$ cat src/rtl/button_event_ctrl.sv
// button_event_ctrl: multi-channel input debounce and event scheduler.
// Shared sample tick, per-channel debounce, round-robin into an event FIFO.
module button_event_ctrl #(
    parameter int N_CH         = 4,
    parameter int TICK_DIV     = 4,
    parameter int STABLE_TICKS = 4,
    parameter int FIFO_DEPTH   = 4,
    parameter int CH_W         = $clog2(N_CH)
) (
    input  logic            clk,
    input  logic            Reset,
    input  logic [N_CH-1:0] raw_in,
    input  logic [N_CH-1:0] en_mask,
    output logic [N_CH-1:0] state_out,
    output logic            sample_tick,
    output logic            evt_valid,
    output logic [CH_W:0]   evt_data,
    input  logic            evt_ack,
    output logic            overflow,
    input  logic            overflow_clr
);

    localparam int PW = $clog2(TICK_DIV);
    localparam int CW = $clog2(STABLE_TICKS);
    localparam int AW = $clog2(FIFO_DEPTH);

    localparam logic [PW-1:0]   PRE_MAX = PW'(TICK_DIV - 1);
    localparam logic [CW-1:0]   CNT_MAX = CW'(STABLE_TICKS - 1);
    localparam logic [CH_W-1:0] CH_MAX  = CH_W'(N_CH - 1);

    logic [N_CH-1:0] sync1;
    logic [N_CH-1:0] sync2;
    logic [PW-1:0]   presc;
    logic [CW-1:0]   cnt [N_CH];
    logic [N_CH-1:0] st;
    logic [N_CH-1:0] qual;
    logic [N_CH-1:0] pend;
    logic [N_CH-1:0] dir;
    logic [N_CH-1:0] req;
    logic [N_CH-1:0] gnt_oh;
    logic [CH_W-1:0] rr_ptr;
    logic [CH_W-1:0] idx;
    logic [CH_W-1:0] gnt;
    logic            gnt_vld;
    logic [CH_W:0]   mem [FIFO_DEPTH];
    logic [AW:0]     wptr;
    logic [AW:0]     rptr;
    logic            full;
    logic            empty;
    logic            push;
    logic            pop;
    logic            lost;

    // two-flop synchroniser for the asynchronous pins
    always_ff @(posedge clk or posedge Reset) begin
        if (Reset) begin
            sync1 <= '0;
            sync2 <= '0;
        end else begin
            sync1 <= raw_in;
            sync2 <= sync1;
        end
    end

    // shared prescaler producing the sample strobe
    always_ff @(posedge clk or posedge Reset) begin
        if (Reset) begin
            presc <= '0;
        end else if (presc == PRE_MAX) begin
            presc <= '0;
        end else begin
            presc <= presc + 1'b1;
        end
    end

    assign sample_tick = (presc == PRE_MAX);

    // a channel qualifies on the tick that completes its stable run
    always_comb begin
        qual = '0;
        for (int i = 0; i < N_CH; i++) begin
            qual[i] = sample_tick && (sync2[i] != st[i])
                      && (cnt[i] == CNT_MAX);
        end
    end

    // debounce counters and accepted levels, ticking only on the strobe
    always_ff @(posedge clk or posedge Reset) begin
        if (Reset) begin
            st <= '0;
            for (int i = 0; i < N_CH; i++) begin
                cnt[i] <= '0;
            end
        end else if (sample_tick) begin
            for (int i = 0; i < N_CH; i++) begin
                if (sync2[i] == st[i]) begin
                    cnt[i] <= '0;
                end else if (cnt[i] != CNT_MAX) begin
                    cnt[i] <= cnt[i] + 1'b1;
                end else begin
                    st[i]  <= sync2[i];
                    cnt[i] <= '0;
                end
            end
        end
    end

    assign state_out = st;

    assign full  = (wptr[AW] != rptr[AW])
                   && (wptr[AW-1:0] == rptr[AW-1:0]);
    assign empty = (wptr == rptr);
    assign req   = pend & en_mask;

    // round-robin grant, searching upward from rr_ptr with wrap
    always_comb begin
        gnt_vld = 1'b0;
        gnt     = '0;
        gnt_oh  = '0;
        idx     = '0;
        if (!full) begin
            for (int k = 0; k < N_CH; k++) begin
                idx = CH_W'((int'(rr_ptr) + k) % N_CH);
                if (!gnt_vld && req[idx]) begin
                    gnt_vld     = 1'b1;
                    gnt         = idx;
                    gnt_oh[idx] = 1'b1;
                end
            end
        end
    end

    assign push = gnt_vld;
    assign pop  = evt_ack && !empty;

    // a new edge on a still-pending channel, unless that old event is
    // leaving for the FIFO in this same cycle, loses the older event
    assign lost = |(qual & en_mask & pend & ~gnt_oh);

    // pending events, their direction, overflow and the rr pointer
    always_ff @(posedge clk or posedge Reset) begin
        if (Reset) begin
            pend     <= '0;
            dir      <= '0;
            overflow <= 1'b0;
            rr_ptr   <= '0;
        end else begin
            for (int i = 0; i < N_CH; i++) begin
                if (!en_mask[i]) begin
                    pend[i] <= 1'b0;
                end else if (qual[i]) begin
                    pend[i] <= 1'b1;
                    dir[i]  <= sync2[i];
                end else if (gnt_oh[i]) begin
                    pend[i] <= 1'b0;
                end
            end
            if (lost) begin
                overflow <= 1'b1;
            end else if (overflow_clr) begin
                overflow <= 1'b0;
            end
            if (push) begin
                rr_ptr <= (gnt == CH_MAX) ? '0 : gnt + 1'b1;
            end
        end
    end

    // show-ahead event FIFO with wrap-bit pointers
    always_ff @(posedge clk or posedge Reset) begin
        if (Reset) begin
            wptr <= '0;
            rptr <= '0;
            for (int j = 0; j < FIFO_DEPTH; j++) begin
                mem[j] <= '0;
            end
        end else begin
            if (push) begin
                mem[wptr[AW-1:0]] <= {dir[gnt], gnt};
                wptr <= wptr + 1'b1;
            end
            if (pop) begin
                rptr <= rptr + 1'b1;
            end
        end
    end

    assign evt_valid = !empty;
    assign evt_data  = empty ? '0 : mem[rptr[AW-1:0]];

endmodule

$ cat config.mk
export PLATFORM = sky130hd
export DESIGN_NAME = button_event_ctrl
export DESIGN_NICKNAME = d
export VERILOG_FILES = /design/src/rtl/button_event_ctrl.sv
export SDC_FILE = /design/constraint.sdc
export NUM_CORES = 1
export LEC_CHECK = 0
export BUFFER_PORTS_ARGS = -buffer_cell sky130_fd_sc_hd__buf_2
export CORE_MARGIN = 2
export CORE_UTILIZATION = 60
export CTS_CLUSTER_DIAMETER = 40
export CTS_CLUSTER_SIZE = 25
export DETAILED_ROUTE_END_ITERATION = 10
export HOLD_SLACK_MARGIN = 0.1
export PLACE_DENSITY = 0.78
export SYNTH_ARGS = -nofsm -noshare
export SYNTH_HDL_FRONTEND = slang
export SYNTH_SLANG_ARGS = --single-unit
$ cat constraint.sdc
create_clock -name clk -period 3 [get_ports clk]
set_input_delay 0.6 -clock clk [delete_from_list [all_inputs] [get_ports clk]]
set_output_delay 0.6 -clock clk [all_outputs]
set_load 0.03 [all_outputs]
* Word level (Yosys, flattened, before mapping)
Cells that the tools add are included.
** Word-level totals
- Register bits :: 51
- Output and inout port bits :: 10
- Logic and storage cells :: 195
** Operators by class
- $add $sub $neg :: 11
- Magnitude comparators :: 12
- Equality and inequality tests :: 25
- Multiplexer cells :: 70
- Bitwise gates (word level) :: 18
- Reduce and logical (&&, ||, !) cells :: 32
** Operators by type and width (number)
- $mux W4 :: 8
- $mux W1 :: 31
- $mux W2 :: 15
- $logic_and A1 B1 Y1 :: 18
- $and A4 B4 Y4 :: 4
- $lt A2 B3 Y1 const B :: 5
- $add A2 B1 Y2 const B :: 7
- $bwmux W12 :: 1
- $eq A2 B2 Y1 const B :: 6
- $mux W3 :: 4
- $ne A3 B1 Y1 const B :: 4
- $or A4 B4 Y4 :: 3
- $reduce_and A3 Y1 :: 4
- $bmux W1 S2 :: 5
- $demux W1 S2 :: 4
- $ge A2 B1 Y1 const B :: 4
- $ne A2 B2 Y1 const B :: 4
- $not A1 Y1 :: 8
- $reduce_and A2 Y1 :: 4
- $add A3 B1 Y3 const B :: 2
- $bmux W3 S2 :: 1
- $demux W3 S2 :: 1
- $ge A3 B3 Y1 const B :: 2
- $not A2 Y3 :: 2
- 10 further kinds :: 21

* Depth between registers and ports, before layout
- Word-level depth :: 21
- Mapped depth :: 12
- Gate-level depth less buffers :: 9

* Worst setup path before layout
No wires, ideal clock.
- Path kind :: flip-flop to flip-flop
- From :: register rr_ptr[1]
- To :: register overflow
- Library setup time :: 0.131 ns
- Data arrival time :: 2.545 ns
- Data required time :: 2.869 ns
- Setup slack :: 0.323 ns
- Cell stages (with the launch flop) :: 13
- Buffers on the path :: 3
- Cell sequence :: dfrtp_1 -> buf_6 -> inv_1 -> ha_1 -> buf_4 -> nand4b_1 -> and4_4 -> buf_6 -> o21ai_2 -> nor3_1 -> a21oi_1 -> a32o_1 -> or3_1
** Between the ends
- Cells in the longest elaborated chain, start to end :: 20
- Elaborated cells on any way between the ends :: 59
- Classes of those cells :: 3 x add/sub; 8 x order compare; 31 x mux; 5 x bitwise; 12 x reduce/logical
** RTL lines
- start, declared :: line 41 : logic [CH_W-1:0] rr_ptr;
- start signal, assigned :: line 164 : rr_ptr <= (gnt == CH_MAX) ? '0 : gnt + 1'b1;
- branches (longest 14 deep; another with $lt A2 B3 Y1)
- $mux W4 * :: line 124 : if (!gnt_vld && req[idx]) begin
- $mux W4 * :: line 121 : if (!full) begin
- $not A4 Y4 * :: line 138 : assign lost = |(qual & en_mask & pend & ~gnt_oh);
- $and A4 B4 Y4 * :: line 138
- $reduce_or A4 Y1 * :: line 138
- $mux W1 or $reduce_bool A2 Y1 (tied branches)
- end signal, assigned :: line 145 : overflow <= 1'b0;
- end signal, assigned :: line 159 : overflow <= 1'b1;
- end signal, assigned :: line 161 : overflow <= 1'b0;
- end, declared :: line 19 : output logic overflow,
Mark *: on every way between the ends. The select of a mux whose other input is x is not followed.
A chain may end at the register's enable or synchronous reset.

* Worst setup path in the final report
- From :: register rr_ptr[0]
- To :: register mem[1] (netlist bit)
** Between the ends
- Cells in the longest elaborated chain, start to end :: 17
- Elaborated cells on any way between the ends :: 31
- Classes of those cells :: 3 x add/sub; 22 x mux; 6 x reduce/logical
** RTL lines
- $bmux W1 S2 :: line 124
- $mux W1 (not written as such) :: line 124
- $mux W1 :: line 124
- $mux W1 :: line 121
- $logic_not A1 Y1 :: line 124
- $logic_and A1 B1 Y1 :: line 124
- $mux W1 :: line 124
- $mux W1 :: line 121
- $logic_not A1 Y1 :: line 124
- $logic_and A1 B1 Y1 :: line 124
- $mux W1 :: line 124
- $mux W1 :: line 121
- $logic_not A1 Y1 :: line 124
- $logic_and A1 B1 Y1 :: line 124
- $mux W2 :: line 124
- $mux W2 :: line 121
- $bwmux W12 :: line 179 : mem[wptr[AW-1:0]] <= {dir[gnt], gnt};
- end signal, assigned by index :: line 179
- end, declared :: line 45 : logic [CH_W:0] mem [FIFO_DEPTH];
Parallel ways exist; a longest one is shown, timed or not. The select of a mux whose other input is x is not followed.

==> key figures <==
Critical path
  • CP Max Fanout: 13
  • Element type at the critical path end: register
  • R2r startpoint: rr_ptr[0]$_DFFE_PP0P_
  • Crit path arrival time: 2.94 ns
  • CP max stage delay: 0.51 ns
  • CP startpoint kind: register
  • Critical path's slowest cell: ha_1
  • CP delay by family, top: simple AND/OR/NAND/NOR gates
  • Crit-path cells: inv_4 -> ha_1 -> nand4bb_1 -> and4_4 -> o21ai_2 -> nor2_1 -> a21oi_2 -> nand2_1 -> mux2_2
  • Setup CP Type: reg2reg
  • WP buf/inv: 1
  • Critical Path RT: 3.18 ns
  • Crit path from: rr_ptr[0]$_DFFE_PP0P_

Power and ir drop
  • Leakage: 1.44 nW
  • Worst vdd ir: 0.000524 V
  • PD cells: 936 nW/um2

CTS
  • Setup Fix Bufs, Post-CTS: 0
  • Root Buffer: clkbuf_8
  • # hold bufs at CTS: 0
  • Clk slew on worst S/H paths: 0.09 ns
  • H-tree levels: 2
  • Post-CTS resize count: 0
  • Clk buf depth: 2
  • Inserted Clock Buffers: 5
  • Clock Latency Late Sink: 0.29 ns
  • Sink Count: between 50 and 60
  • CTS tree: done

Logic synthesis
  • Synthesized flop and latch total: 51
  • Post-synth ARST share: 1.00
  • Avg Inst Size Synth: 10.9 um2
  • Sequential element share of the synthesized area: 0.442
  • Dominant cells by area after synthesis: dfrtp_1 44%, ha_1 7.4%, mux2_2 6.2%, mux4_2 3.9%, nand3_1 3.3%
  • Ys flop type: dfrtp_1
  • Area leader, netlist: dfrtp_1
  • Cells after synthesis: 265
  • Top-area cell type share of the netlist area: 0.442
  • Unique masters post-synth: 49
  • Top cells by count, synth: 51 x dfrtp_1, 24 x nand2_1, 19 x nand3_1
  • Area of the mapped netlist: 2890 um2
  • Syn_nets: 294
  • Yosys warnings: 0
  • Count leader, synth: dfrtp_1
  • EDFF count, synth: 0

Timing
  • Sum Neg Setup Slack: 0 ns
  • Endpoints failing setup: 0
  • Max-slew violations: 0
  • Tmin final: 2.76 ns
  • Final Hold Vio Count: 0
  • Max-slew headroom: 0.514
  • RSZ-0062 raised after global routing: false
  • Worst Skew: 0.00588 ns
  • Period utilization: 0.921
  • Hold_ws: roughly 0.35 ns
  • Least-Margin Pin Slew: 0.727 ns
  • Max Freq: 362 MHz

Outcome
  • Outcome: finished, final reports clean

Run
  • Max-Cap Viols: 0

Routing
  • Vias/cell: approximately 6.1
  • Met3 routed wirelength: 254 um
  • Routed vias: approximately 2,100
  • 1st-pass router iterations: 4
  • DRT antenna net count: 0
  • Top sig layer: met4
  • Remaining DRCs: 0
  • Wire length on met2: roughly 2600 um
  • Detailed Route WL: 5590 um
  • Drt initial violations: 152
  • Wire per inst: around 16 um
  • WL met1: 2680 um

GRT
  • Number of antenna violations at the first check in global routing: 0
  • Largest net degree at the start of global routing: 52
  • Total grt overflow: 0
  • Vias in the first global route: 1,989
  • Total GRT Usage: 0.234
  • First-pass GRT wire length: 9570 um

Floorplan
  • Die area: 5380 um2
  • I/O Pins: 22
  • Initial cell density of the core: 0.615
  • # rows: 25
  • Die span in y: 73.4 um
  • Overall die width: 73.4 um
  • Core area: 4690 um2

Worst hold path
  • Min-delay src: sync1[2]$_DFF_PP0_
  • Hold crit path type: reg2reg

Finish
  • # nets final: 321
  • Layout Utilization: 0.669
  • Fraction of layout cells with a size suffix above 1: 0.239
  • Diode count: 0
  • Synth-to-Final Area Change: 8.76%

Placed design
  • # port buffers: 21
  • DP HPWL: 4230 um
  • Routability cong.: 0.855
[cells by family after synthesis]
logic type	Yosys count	synth area share
buffers and inverters	23	0.0429
AO/OA/AOI/OAI	49	0.130
multiplexers	28	0.127
XOR/XNOR	13	0.0394
flip-flops	51	0.442
adder cells (fa/ha/maj)	17	0.0737
AND/OR/NAND/NOR	84	0.144
[cell usage in the layout, fill, tap and decap left out, drive strengths merged, types with 2 or more instances in the layout]
cell and count:
mux4 5, a211o 3, xnor2 9, nor2 15, mux2i 3, nand4b 3, mux2 20, a21boi 2
buf 29, o21ai 15, clkbuf 5, nand3 19, a31oi 3, inv 14, nand4 6, clkinvlp 2
nor3 4, o211ai 2, ha 17, xor2 4, and2 7, o22ai 4, nand2 24, nand2b 2
a21oi 8, a311oi 3, dfrtp 51
[power breakdown]
group,switching [mW],internal [mW]
clock network,0.219,0.163
logic,0.851,0.636
registers,0.178,0.893
[path summary, 6_finish.rpt]
kind	end	slack, ns	cells after the start
setup / recovery	mem[1]$_DFFE_PP0P_	0.24	9
hold / removal	sync2[2]$_DFF_PP0_	0.35	0
setup reg to reg	mem[1]$_DFFE_PP0P_	0.24	9
hold reg to reg	sync2[2]$_DFF_PP0_	0.35	0
max in group asynchronous	pend[1]$_DFFE_PP0P_	2.14	3
min in group asynchronous	mem[7]$_DFFE_PP0P_	0.45	3
[flip-flops by register name, summed over array words and instances (netlist names)]
| signal | cells |
|---|---|
| mem | 12 |
| cnt | 8 |
| dir | 4 |
| pend | 4 |
| state_out | 4 |
| sync1 | 4 |
| sync2 | 4 |
| rptr | 3 |
| wptr | 3 |
| presc | 2 |
| rr_ptr | 2 |
| overflow | 1 |
[per-layer routing]
| metal | track usage | vias up |
|---|---|---|
| met5 | 0 | - |
| li1 | - | 1021 |
| met4 | 0.0566 | 0 |
| met3 | 0.0316 | 4 |
| met1 | 0.359 | 1037 |
| met2 | 0.354 | 51 |
[through the flow]
step                area (um2)  worst slack (ns)  power (mW)  std cells
finish                    3140             0.238        2.94        347
CTS                       3140             0.272        2.95        347
global placement          3050             0.285        2.51        339
global route              3140            0.0522        3.16        347
floorplan                 2890             0.323        2.23        265
detailed placement        3050             0.245        2.56        339
[area by class of cell]
class	count	area [um2]
inverter	14	55.1
timing repair buffer	29	165
multi-input combinational	191	1490
fill	364	1550
sequential	51	1280
clock inverter	3	20.0
tap	54	67.6
clock buffer	5	68.8
No activity file was read; power rests on OpenSTA's default activity.
